==> src/rtl/exc_controller_if.sv <==
// Request/handshake bundle between the exception controller and its datapath.
// The controller connects through the slave modport; the datapath side uses master.
interface exc_controller_if #(
  parameter int unsigned NIRQ = 4
);
  logic [NIRQ-1:0] irq;
  logic [NIRQ-1:0] irq_en;
  logic            BadOp;
  logic            ExcAck;
  logic            ERet;
  logic            Exc;
  logic [3:0]      EStatus;
  logic            busy;
  logic [NIRQ:0]   pending;
  logic            overrun;

  modport master (
    output irq, irq_en, BadOp, ExcAck, ERet,
    input  Exc, EStatus, busy, pending, overrun
  );

  modport slave (
    input  irq, irq_en, BadOp, ExcAck, ERet,
    output Exc, EStatus, busy, pending, overrun
  );
endinterface

==> src/rtl/exc_controller.sv <==
// Single-level exception controller: latches BadOp and irq rising edges as pending
// causes, dispatches the highest-priority eligible one, and tracks the ack/return handshake.
module exc_controller #(
  parameter int unsigned NIRQ = 4
) (
  input  logic            clk,
  input  logic            reset,
  exc_controller_if.slave bus
);

  typedef enum logic [1:0] {
    IDLE    = 2'd0,
    REQ     = 2'd1,
    SERVICE = 2'd2
  } state_t;

  state_t          state_q, state_d;
  logic [NIRQ-1:0] irq_prev_q;
  logic [NIRQ:0]   pending_q, pending_d;
  logic [NIRQ:0]   events;
  logic [NIRQ:0]   eligible;
  logic [NIRQ:0]   grant;
  logic [NIRQ:0]   clr;
  logic [3:0]      estatus_q, estatus_d;
  logic [3:0]      win_code;
  logic            exc_q;
  logic            overrun_q, overrun_d;
  logic            any_elig;
  logic            dispatch;
  logic            found;

  // Bit 0 is BadOp (never masked); bit i+1 is irq[i].
  assign events   = {bus.irq & ~irq_prev_q, bus.BadOp};
  assign eligible = pending_q & {bus.irq_en, 1'b1};
  assign any_elig = |eligible;

  // Lowest index wins; the cause code of bit j is simply j+1.
  always_comb begin : arbiter
    grant    = '0;
    win_code = '0;
    found    = 1'b0;
    for (int unsigned j = 0; j <= NIRQ; j++) begin
      if (eligible[j] && !found) begin
        grant[j] = 1'b1;
        win_code = 4'(j + 1);
        found    = 1'b1;
      end
    end
  end

  always_comb begin : fsm_next
    state_d   = state_q;
    estatus_d = estatus_q;
    dispatch  = 1'b0;
    unique case (state_q)
      IDLE: begin
        if (any_elig) begin
          state_d   = REQ;
          estatus_d = win_code;
          dispatch  = 1'b1;
        end
      end
      REQ: begin
        if (bus.ExcAck) state_d = SERVICE;
      end
      SERVICE: begin
        if (bus.ERet) begin
          state_d   = IDLE;
          estatus_d = '0;
        end
      end
      default: begin
        state_d   = IDLE;
        estatus_d = '0;
      end
    endcase
  end

  // A new event on the bit being dispatched re-arms it without counting as overrun.
  always_comb begin : pending_next
    clr       = dispatch ? grant : '0;
    pending_d = (pending_q & ~clr) | events;
    overrun_d = overrun_q | (|(events & pending_q & ~clr));
  end

  always_ff @(posedge clk or negedge reset) begin
    if (!reset) begin
      state_q    <= IDLE;
      irq_prev_q <= '0;
      pending_q  <= '0;
      estatus_q  <= '0;
      exc_q      <= 1'b0;
      overrun_q  <= 1'b0;
    end else begin
      state_q    <= state_d;
      irq_prev_q <= bus.irq;
      pending_q  <= pending_d;
      estatus_q  <= estatus_d;
      exc_q      <= (state_d == REQ);
      overrun_q  <= overrun_d;
    end
  end

  assign bus.Exc     = exc_q;
  assign bus.EStatus = estatus_q;
  assign bus.busy    = (state_q != IDLE);
  assign bus.pending = pending_q;
  assign bus.overrun = overrun_q;

endmodule
==> src/flat_wrapper.sv <==
// flat-port wrapper written by rule: the top's interface ports become plain ports
module exc_controller_flat 
#(
  parameter int unsigned NIRQ = 4
)
  (clk, reset, bus_irq, bus_irq_en, bus_BadOp, bus_ExcAck, bus_ERet, bus_Exc, bus_EStatus, bus_busy, bus_pending, bus_overrun);
  exc_controller_if #(.NIRQ(NIRQ)) bus_i ();
  input  logic clk;
  input  logic reset;
  input wire logic [$bits(bus_i.irq)-1:0] bus_irq;
  input wire logic [$bits(bus_i.irq_en)-1:0] bus_irq_en;
  input wire logic [$bits(bus_i.BadOp)-1:0] bus_BadOp;
  input wire logic [$bits(bus_i.ExcAck)-1:0] bus_ExcAck;
  input wire logic [$bits(bus_i.ERet)-1:0] bus_ERet;
  output wire logic [$bits(bus_i.Exc)-1:0] bus_Exc;
  output wire logic [$bits(bus_i.EStatus)-1:0] bus_EStatus;
  output wire logic [$bits(bus_i.busy)-1:0] bus_busy;
  output wire logic [$bits(bus_i.pending)-1:0] bus_pending;
  output wire logic [$bits(bus_i.overrun)-1:0] bus_overrun;
  assign bus_i.irq = bus_irq;
  assign bus_i.irq_en = bus_irq_en;
  assign bus_i.BadOp = bus_BadOp;
  assign bus_i.ExcAck = bus_ExcAck;
  assign bus_i.ERet = bus_ERet;
  assign bus_Exc = bus_i.Exc;
  assign bus_EStatus = bus_i.EStatus;
  assign bus_busy = bus_i.busy;
  assign bus_pending = bus_i.pending;
  assign bus_overrun = bus_i.overrun;
  exc_controller #(.NIRQ(NIRQ)) u_core (.clk(clk), .reset(reset), .bus(bus_i));
endmodule
==> config.mk <==
export PLATFORM = sky130hd
export DESIGN_NAME = exc_controller_flat
export DESIGN_NICKNAME = d
export VERILOG_FILES = /design/src/rtl/exc_controller_if.sv /design/src/rtl/exc_controller.sv /design/src/flat_wrapper.sv
export SDC_FILE = /design/constraint.sdc
export NUM_CORES = 1
export LEC_CHECK = 0
export ABC_CLOCK_PERIOD_IN_PS = 1400
export CAP_MARGIN = 20
export CORE_ASPECT_RATIO = 1.5
export CORE_MARGIN = 2
export CORE_UTILIZATION = 25
export CTS_BUF_LIST = sky130_fd_sc_hd__clkbuf_2
export CTS_CLUSTER_SIZE = 8
export DETAILED_ROUTE_END_ITERATION = 10
export GPL_TIMING_DRIVEN = 0
export PLACE_DENSITY = 0.59
export SLEW_MARGIN = 20
export SYNTH_ARGS = -nofsm -noshare
export SYNTH_HDL_FRONTEND = slang
export SYNTH_SLANG_ARGS = --single-unit
==> constraint.sdc <==
create_clock -name clk -period 1.4 [get_ports clk]
set_clock_uncertainty 0.05 [all_clocks]
set_input_delay 0.28 -clock clk [delete_from_list [all_inputs] [get_ports clk]]
set_output_delay 0.28 -clock clk [all_outputs]
set_load 0.05 [all_outputs]
==> results of run 1 <==
-- cell usage in the layout (no fill, tap or decap), types with 3 or more instances in the layout --
cell	count
clkdlybuf4s50_1	11
inv_1	5
clkbuf_2	3
nand2b_1	5
dfrtp_1	9
dfrtp_2	7
nand2_1	9
o21ai_1	4
buf_2	6
o21ai_0	5
buf_4	12
-- registers in the layout (all words and copies together) (netlist names) --
signal and flops:
u_core.bus.Exc 1, u_core.irq_prev_q 4, u_core.bus.EStatus 3, u_core.bus.overrun 1, u_core.state_q 2, u_core.bus.pending 5
-- report_power, final --
group	switching, uW	leakage, uW	internal, uW
logic	753	0.000294	509
clock network	144	0.0000140	62.1
registers	120	0.000173	595
total	1020	0.000481	1170
-- per-stage QoR --
step / utilization (%) / hold slack, ns / setup slack, ns / instances / setup TNS (ns)
final: 38.6 / 0.373 / -0.0482 / 145 / -0.0512
after global routing: 38.6 / 0.367 / -0.105 / 145 / -0.192
after CTS: 36.3 / 0.380 / -0.0790 / 138 / -0.0790
after detailed placement: 35.7 / 0.380 / -0.410 / 131 / -3.89
after global placement: 35.7 / 0.372 / -0.404 / 131 / -3.70
after floorplan: - / -0.0656 / 0.00139 / 69 / 0
-- cell type report --
cell class	instances	area (um2)	share of cell area, %
Timing Repair Buffer	33	273	24.8
Buffer	1	7.51	0.682
Multi-Input combinational cell	46	319	29.0
Clock buffer	3	15.0	1.36
Inverter	6	25.0	2.27
Clock inverter	1	3.75	0.341
Tap cell	39	48.8	4.43
Sequential cell	16	409	37.2
-- logic make-up after synthesis --
kind of cell / count (synthesis) / share of synthesized area (%)
AND/OR/NAND/NOR: 22 / 15.7
AO/OA/AOI/OAI: 23 / 25.2
other: 1 / 0.511
flip-flops: 16 / 54.5
buffers and inverters: 7 / 4.09
-- path summary, 6_finish.rpt --
path                       depth (start not counted)                            from                              end
min reg2reg                                        1  u_core.irq_prev_q[2]$_DFF_PN0_  u_core.bus.pending[3]$_DFF_PN0_
max                                                3     u_core.state_q[0]$_DFF_PN0_                         bus_busy
max reg2reg                                        6     u_core.state_q[0]$_DFF_PN0_     u_core.bus.overrun$_DFF_PN0_
min in group clk                                   1                      bus_irq[3]   u_core.irq_prev_q[3]$_DFF_PN0_
min                                                1                           reset  u_core.bus.pending[0]$_DFF_PN0_
max in group asynchronous                          1                           reset      u_core.state_q[0]$_DFF_PN0_
-- worst reg2reg max path: stages, from the launching register on --
cell,delay (ns)
dfrtp_2,0.46
nor2_4,0.16
inv_4,0.07
buf_4,0.14
a31oi_4,0.14
o221a_1,0.19
o311ai_1,0.09
-- layer usage --
metal  global-route usage, %  up-vias  routed length [um]  part of all wire [%]
li1                        -      323                   -                     -
met1                    12.5      307                 708                    42
met2                    16.2       12                 912                    54
met3                    2.33        2                  57                   3.4
met4                    4.50        0                  15                  0.89
met5                       0        -                   0                     0
-- what timing repair did --
action | in CTS | in global routing
buffers inserted | 3 | 7
endpoints found under the setup margin | 14 | 8
pin swaps | 1 | 5
gates resized for setup | 55 | 10
==> metrics.md, run 1 <==
| Metric | Value |
|---|---|
| Layout area overhead | `49.9%` |
| ANT cells | `0` |
| Critical Path Max Stage Delay | `0.46 ns` |
| Final setup vio count | `2` |
| DP HPWL | `1.18 mm` |
| Fmax | `691 MHz` |
| Die area | `3400 um2` |
| Most frequent cells after synthesis | `16 x dfrtp_1, 9 x nand2_1, 6 x o21ai_0` |
| Core region area | `2850 um2` |
| Worst Hold Class | `input pin to async pin` |
| Actual slew at the worst max-slew pin | `0.767 ns` |
| Crit path time final | `1.45 ns` |
| Slack of the critical path | `-0.0482 ns` |
| FF-to-FF setup slack | `0 ns` |
| Vias/cell | `4.44` |
| Area leader, netlist | `dfrtp_1` |
| # nets final | `120` |
| Synth area leaders | `dfrtp_1 55%, nand2_1 4.6%, nand2b_1 4.3%, o21ai_0 4.1%, a221oi_4 3.6%` |
| First-pass GRT wire length | `2.50 mm` |
| # port buffers | `23` |
| Worst setup EP type | `output port` |
| Detail Route Antenna Nets | `0` |
| Num CTS Buffers | `3` |
| Max-Cap Viols | `0` |
| DRC | `0` |
| Synth top area share | `54.5%` |
| Synth warn | `0` |
| Clk root buf | `clkbuf_2` |
| Worst-path clk slew | `0.15 ns` |
| Site Rows | `24` |
| Critical Path AT | `1.12 ns` |
| First-pass iteration count of the detailed router | `4` |
| Largest net degree at the start of global routing | `17` |
| Fill count | `285` |
| Synthesized instance count | `69` |
| Tot Pwr | `2180 uW` |
| Post-synth top flop | `dfrtp_1` |
| Critical Path Fanout Max | `5` |
| CP cell instances | `nor2_4 > inv_4 > buf_8` |
| Final period util | `103%` |
| Cell with the most instances after synthesis | `dfrtp_1` |
| Synth Register Bits | `16` |
| Share of layout cells above drive strength 1 | `35.8%` |
| Syn avg cell area | `10.6 um2` |
| Startpoint types | `flop` |
| CTS sink cnt | `16` |
| Outcome | `finished with violations` |
| Synth cell types | `26` |
| H-tree depth reported by CTS | `1` |
| Initial antenna violation count | `0` |
| PwrDens | `1980 nW/um2` |
| Skew-Pair Late Insertion Delay | `0.28 ns` |
| Max_slew headroom | `48.7%` |
| TritonCTS clock tree | `yes` |
| Via count | `644` |
| Total global-route track usage | `10.2%` |
| Top delay family on crit path | `flip-flops` |
| Placed inst area | `1020 um2` |
| Die height | `70.4 um` |
| WP buf/inv | `2` |
| Violated checks | `setup timing` |
| Fin. max-slew vios | `0` |
| Mapped cell area | `734 um2` |
| Number of global-route vias before repair | `592` |
| DR WL/cell | `11.7 um` |
| Data required time of the worst path | `1.07 ns` |
| DRT iter0 DRCs | `24` |
| IO Pins | `25` |
| Chip width | `48.3 um` |
| Critical-path top delay cell | `dfrtp_2` |
| Ys async rst share | `100%` |
| Total grt overflow | `0` |
| Post-route cell area | `1100 um2` |
| CTS hold repair buffers | `0` |
| Final WL | `1.69 mm` |
| Placer Congestion | `0.694` |
| Pleak | `0.000481 uW` |
| Unrepaired setup endpoints after global routing | `yes` |
| Sequential area share after synthesis | `54.5%` |
| Fin. Hold Viols | `0` |
| WS Path Type | `flop to output port` |
| Starting Density | `25.7%` |
| Max IR drop VDD | `881 uV` |
| Max Buffers Root-to-Sink | `2` |
| Post-synth EDFFs | `0` |
| Syn Nets | `82` |
No activity file was read; power rests on OpenSTA's default activity.
==> inputs of run 2 (changes only) <==
Settings changed: CTS_BUF_LIST sky130_fd_sc_hd__clkbuf_2 to sky130_fd_sc_hd__clkbuf_8, GPL_ROUTABILITY_DRIVEN from default to 0, PLACE_DENSITY 0.59 to 0.51.
==> run 2 against run 1 <==
The flow still finishes with violations (setup timing). Critical endpoint unchanged. Sequential cell count stayed put. Hold slack improved by 0.012 ns. Non-clock buffer count shrank 3. Clock power grew 100%. Highest routed layer unchanged. Critical path type unchanged. Largest cell class unchanged. Via count shrank 0.78%. Core utilization increased by 1.1 points. Count of clock-buffer cells in the layout is 1 higher. Critical path depth did not move.
==> metrics.md, run 2 (synthesized netlist as in run 1, its figures left out) <==
| Metric | Value |
|---|---|
| Outcome | `finished with violations` |
| Violated checks | `setup timing` |
| Hold-critical path depth | `1` |
| Fill count | `303 (+6.3%)` |
| PwrDens | `2060 nW/um2 (+3.8%)` |
| Skew-Pair Late Insertion Delay | `0.25 ns (-0.03 ns)` |
| Worst Hold Class | `flop to flop` |
| Most frequent cells in the layout | `10 x clkdlybuf4s50_1, 9 x nand2_1, 9 x dfrtp_1, 8 x buf_4, 7 x dfrtp_2` |
| Fin Setup TNS | `-0.0584 ns (-0.00718 ns)` |
| Data required time of the worst path | `1.07 ns (about the same)` |
| Site Rows | `24 (unchanged)` |
| Final period util | `103% (about the same)` |
| Num CTS Buffers | `3 (unchanged)` |
| Critical Path AT | `1.12 ns (about the same)` |
| Max IR drop VDD | `693 uV (-21%)` |
| Max Buffers Root-to-Sink | `2 (unchanged)` |
| Fin. max-slew vios | `0 (unchanged)` |
| Chip width | `48.3 um (unchanged)` |
| WHS | `0.386 ns (+0.0123 ns)` |
| IO Pins | `25 (unchanged)` |
| Max_slew headroom | `51.1% (+2.4 points)` |
| CTS sink cnt | `16 (unchanged)` |
| Largest net degree at the start of global routing | `17 (unchanged)` |
| Layout area overhead | `54.2%` |
| Initial antenna violation count | `0 (unchanged)` |
| WS Path Type | `flop to output port` |
| First-pass GRT wire length | `2.77 mm (+10%)` |
| Fmax | `691 MHz (about the same)` |
| Unrepaired setup endpoints after global routing | `yes` |
| Vias/cell | `4.50 (+1.3%)` |
| # nets final | `117 (-2.5%)` |
| Max-Cap Viols | `0 (unchanged)` |
| First-pass iteration count of the detailed router | `3 (-1)` |
| Critical Path Fanout Max | `6 (+1)` |
| Final setup vio count | `2 (unchanged)` |
| Detail Route Antenna Nets | `0 (unchanged)` |
| Die area | `3400 um2 (unchanged)` |
| DP HPWL | `1.27 mm (+7.1%)` |
| Via count | `639 (-0.78%)` |
| DR WL/cell | `12.1 um (+3.3%)` |
| Share of layout cells above drive strength 1 | `35.9% (+0.073 points)` |
| FF-to-FF setup slack | `-0.01 ns (about the same)` |
| Slack of the critical path | `-0.0476 ns (+0.000621 ns)` |
| Worst setup EP type | `output port` |
| HP Start | `u_core.irq_prev_q[2]$_DFF_PN0_` |
| DRC | `0 (unchanged)` |
| Clk root buf | `clkbuf_8` |
| Total grt overflow | `0 (unchanged)` |
| Worst hold endpoint | `u_core.bus.pending[3]$_DFF_PN0_` |
| Startpoint types | `flop` |
| # port buffers | `23 (unchanged)` |
| Max reg flops | `5 (unchanged)` |
| Critical R2R Launch | `u_core.state_q[0]$_DFF_PN0_` |
| Actual slew at the worst max-slew pin | `0.731 ns (-0.0359 ns)` |
| Number of global-route vias before repair | `607 (+2.5%)` |
| Total global-route track usage | `11.2% (+1.0 points)` |
| Depth of the most critical reg-to-reg path | `5 (-1)` |
| H-tree depth reported by CTS | `1 (unchanged)` |
| ANT cells | `0 (unchanged)` |
| Pleak | `0.000488 uW (+1.5%)` |
| Final WL | `1.71 mm (+1.2%)` |
| Worst-path clk slew | `0.06 ns (-0.09 ns)` |
| DRT iter0 DRCs | `6 (-75%)` |
| Fin. Hold Viols | `0 (unchanged)` |
| Critical R2R Capture | `u_core.bus.overrun$_DFF_PN0_` |
| Core region area | `2850 um2 (unchanged)` |
| Starting Density | `25.7% (unchanged)` |
| TritonCTS clock tree | `yes` |
| Most common cell after layout, fill and taps aside | `clkdlybuf4s50_1` |
| Crit path time final | `1.45 ns (-0.000621 ns)` |
| Die height | `70.4 um (unchanged)` |
-- run 2: timing repair --
| item | CTS | global route |
|---|---|---|
| buffers inserted | 0 | 7 |
| pin swaps | 1 | 11 |
| gates resized for setup | 40 | 14 |
| endpoints found under the setup margin | 18 | 9 |
| hold buffers | 0 | 0 |
-- run 2: critical path: stages, from the launching register on --
cell	delay, ns
dfrtp_2	0.45
nor2_4	0.19
inv_4	0.07
buf_8	0.15
-- run 2: how the worst max path moves through the flow --
stage | startpoint | endpoint | cells past startpoint
2_1_floorplan | u_core.bus.pending[1]$_DFF_PN0_ | u_core.bus.EStatus[0]$_DFFE_PN0P_ | 4
3_3_place_gp | u_core.state_q[1]$_DFF_PN0_ | bus_busy | 3
3_5_place_dp | u_core.state_q[1]$_DFF_PN0_ | bus_busy | 3
4_1_cts | u_core.state_q[1]$_DFF_PN0_ | bus_busy | 3
5_1_grt | u_core.state_q[0]$_DFF_PN0_ | bus_busy | 3
6_report | u_core.state_q[0]$_DFF_PN0_ | bus_busy | 3
-- run 2: report_power, final --
part	internal, uW	switching [uW]	leakage (uW)
logic	466	707	0.000286
registers	598	148	0.000173
clock network	249	162	0.0000288
total	1310	1020	0.000488
-- run 2: layer usage --
| metal | vias up | wire length (um) | GRT usage (%) |
|---|---|---|---|
| met5 | - | 0 | 0 |
| met4 | 0 | 37 | 6.31 |
| met3 | 4 | 80 | 2.58 |
| met2 | 15 | 948 | 17.3 |
| met1 | 307 | 646 | 13.5 |
| li1 | 313 | - | - |
-- run 2: final cells by class --
cell class	count	area (um2)	area share, %
flip-flops and latches	16	409	36.1
multi-input cells	46	314	27.7
repair buffers	30	273	24.1
clock buffers	4	55.1	4.86
well taps	39	48.8	4.31
inverters	6	25.0	2.21
plain buffers	1	7.51	0.663
-- run 2: metrics by stage --
stage	std cells	power [uW]	utilization (%)	area [um2]	setup slack (ns)
floorplan	69	1430	-	741	0.00139
CTS	135	2150	37.7	1080	-0.101
detailed placement	131	1780	35.7	1020	-0.413
global route	142	2470	39.7	1130	-0.0863
finish	142	2330	39.7	1130	-0.0476
global placement	131	1770	35.7	1020	-0.409
==> inputs of run 3 (changes only) <==
Settings changed: CTS_BUF_LIST sky130_fd_sc_hd__clkbuf_8 to sky130_fd_sc_hd__clkbuf_4.
==> run 3 against run 2 <==
The flow still finishes with violations (setup timing). Critical endpoint unchanged. Register-to-register slack better by 0.02 ns. Core utilization is 1.5 points lower. Global-route usage barely moved. Final cell count rose by 1.4%. Sequential share of layout area grew 1.4 points. Critical path type unchanged. Via count up 0.16%. First-iteration DRC count is 120% higher. Critical path depth unchanged. Non-clock buffer count is 2 higher.
==> metrics.md, run 3 (synthesized netlist as in run 1, its figures left out) <==
| Metric | Value |
|---|---|
| Final period util | `105% (+1.9 points)` |
| Outcome | `finished with violations` |
| Critical Path AT | `1.14 ns (+0.02 ns)` |
| Unrepaired setup endpoints after global routing | `yes` |
| Worst setup EP type | `output port` |
| Max reg flops | `5 (unchanged)` |
| Core region area | `2850 um2 (unchanged)` |
| Most frequent cells in the layout | `11 x clkdlybuf4s50_1, 9 x nand2_1, 9 x buf_4, 9 x dfrtp_1` |
| Detail Route Antenna Nets | `0 (unchanged)` |
| Fin. max-slew vios | `0 (unchanged)` |
| Final WL | `1.75 mm (+1.9%)` |
| DRC | `0 (unchanged)` |
| Clk root buf | `clkbuf_4` |
| Util after Layout | `38.2% (-1.5 points)` |
| Vias/cell | `4.44 (-1.2%)` |
| Chip width | `48.3 um (unchanged)` |
| Multi-input gate area | `309 um2 (-1.6%)` |
| Worst-path clk slew | `0.10 ns (+0.04 ns)` |
| Fin. Hold Viols | `0 (unchanged)` |
| FF+latch area | `409 um2 (unchanged)` |
| Skew-Pair Late Insertion Delay | `0.28 ns (+0.03 ns)` |
| Total global-route track usage | `11.3% (+0.048 points)` |
| Crit path time final | `1.47 ns (+0.0263 ns)` |
| Actual slew at the worst max-slew pin | `0.738 ns (+0.00753 ns)` |
| Die height | `70.4 um (unchanged)` |
| Fmax | `678 MHz (-1.8%)` |
| DRT iter0 DRCs | `13 (+7)` |
| CTS sink cnt | `16 (unchanged)` |
| First-pass GRT wire length | `2.77 mm (+0.25%)` |
| Slack of the critical path | `-0.0739 ns (-0.0263 ns)` |
| ANT cells | `0 (unchanged)` |
| Fill count | `316 (+4.3%)` |
| Max_slew headroom | `50.6% (-0.50 points)` |
| Max IR drop VDD | `653 uV (-5.8%)` |
| Critical Path Fanout Max | `6 (unchanged)` |
| Tot Pwr | `2190 uW (-6.1%)` |
| Pleak | `0.000474 uW (-3.0%)` |
| Most common cell after layout, fill and taps aside | `clkdlybuf4s50_1` |
| WS Path Type | `flop to output port` |
| Initial antenna violation count | `0 (unchanged)` |
| CTS hold repair buffers | `0 (unchanged)` |
| Share of layout cells above drive strength 1 | `35.2% (-0.68 points)` |
| Final setup vio count | `1 (-1)` |
| First-pass iteration count of the detailed router | `4 (+1)` |
| Die area | `3400 um2 (unchanged)` |
| # nets final | `119 (+1.7%)` |
| Num CTS Buffers | `3 (unchanged)` |
| Startpoint types | `flop` |
| Layout area overhead | `48.4%` |
| Violated checks | `setup timing` |
| Via count | `640 (+0.16%)` |
| DR WL/cell | `12.1 um (+0.45%)` |
| Worst Hold Class | `input pin to async pin` |
| Max Buffers Root-to-Sink | `2 (unchanged)` |
| Site Rows | `24 (unchanged)` |
| Starting Density | `25.7% (unchanged)` |
| Largest net degree at the start of global routing | `17 (unchanged)` |
| Max-Cap Viols | `0 (unchanged)` |
| Data required time of the worst path | `1.07 ns (about the same)` |
| Total grt overflow | `0 (unchanged)` |
| H-tree depth reported by CTS | `1 (unchanged)` |
| # port buffers | `23 (unchanged)` |
| TritonCTS clock tree | `yes` |
| IO Pins | `25 (unchanged)` |
| PwrDens | `2010 nW/um2 (-2.5%)` |
| DP HPWL | `1.27 mm (unchanged)` |
| Number of global-route vias before repair | `614 (+1.2%)` |
[run 3: cell count changes in the layout (fill, tap and decap cells not counted), sizes merged]
cell | previous run | this run
clkdlybuf4s15 | 6 | 2
clkinv | 0 | 1
clkdlybuf4s50 | 10 | 11
buf | 12 | 17
dlygate4sd2 | 2 | 1
[run 3: layer usage]
metal  up-vias  global-route usage, %  routed length, um  share of wire, %
li1        316                      -                  -                 -
met1       309                   13.7                694                40
met2        13                   17.3                942                54
met3         2                   2.58                 80               4.6
met4         0                   6.31                 28               1.6
met5         -                      0                  0                 0
[run 3: timing repair]
item                       CTS  global route
pin swaps                    1             6
cloned                       0             0
buffers inserted             1             8
setup endpoints to repair   15            13
gates resized for setup     45            15
[run 3: worst paths after layout]
kind                                                 from                                end  slack (ns)  cells past startpoint
max                           u_core.state_q[0]$_DFF_PN0_                           bus_busy       -0.07                      3
min                                                 reset  u_core.bus.EStatus[0]$_DFFE_PN0P_        0.37                      1
max reg2reg                   u_core.state_q[0]$_DFF_PN0_       u_core.bus.overrun$_DFF_PN0_        0.01                      5
min reg2reg                u_core.irq_prev_q[2]$_DFF_PN0_    u_core.bus.pending[3]$_DFF_PN0_        0.39                      1
max in group asynchronous                           reset    u_core.bus.pending[4]$_DFF_PN0_        0.42                      1
min in group clk           u_core.irq_prev_q[2]$_DFF_PN0_    u_core.bus.pending[3]$_DFF_PN0_        0.39                      1
[run 3: cell type report]
class / count / share of cell area (%)
Sequential cell: 16 / 37.5
Multi-Input combinational cell: 46 / 28.4
Timing Repair Buffer: 32 / 24.2
Tap cell: 39 / 4.48
Inverter: 6 / 2.30
Clock buffer: 3 / 2.07
Buffer: 1 / 0.689
Clock inverter: 1 / 0.344
[run 3: worst max-delay path, stage by stage (launching register included)]
cell and delay, ns:
dfrtp_2 0.46, nor2_4 0.18, inv_4 0.07, buf_8 0.15
[run 3: power by group]
group	switching, uW	internal (uW)
Sequential	126	596
Combinational	733	478
Clock	150	103
Total	1010	1180
[run 3: per-stage QoR]
step	hold WS [ns]	cell area (um2)	std cells	setup slack (ns)	setup TNS, ns
global placement	0.369	1020	131	-0.409	-3.79
detailed placement	0.383	1020	131	-0.413	-3.86
global route	0.405	1090	144	-0.121	-0.207
floorplan	-0.0656	741	69	0.00139	0
CTS	0.396	1050	136	-0.120	-0.120
finish	0.374	1090	144	-0.0739	-0.0739
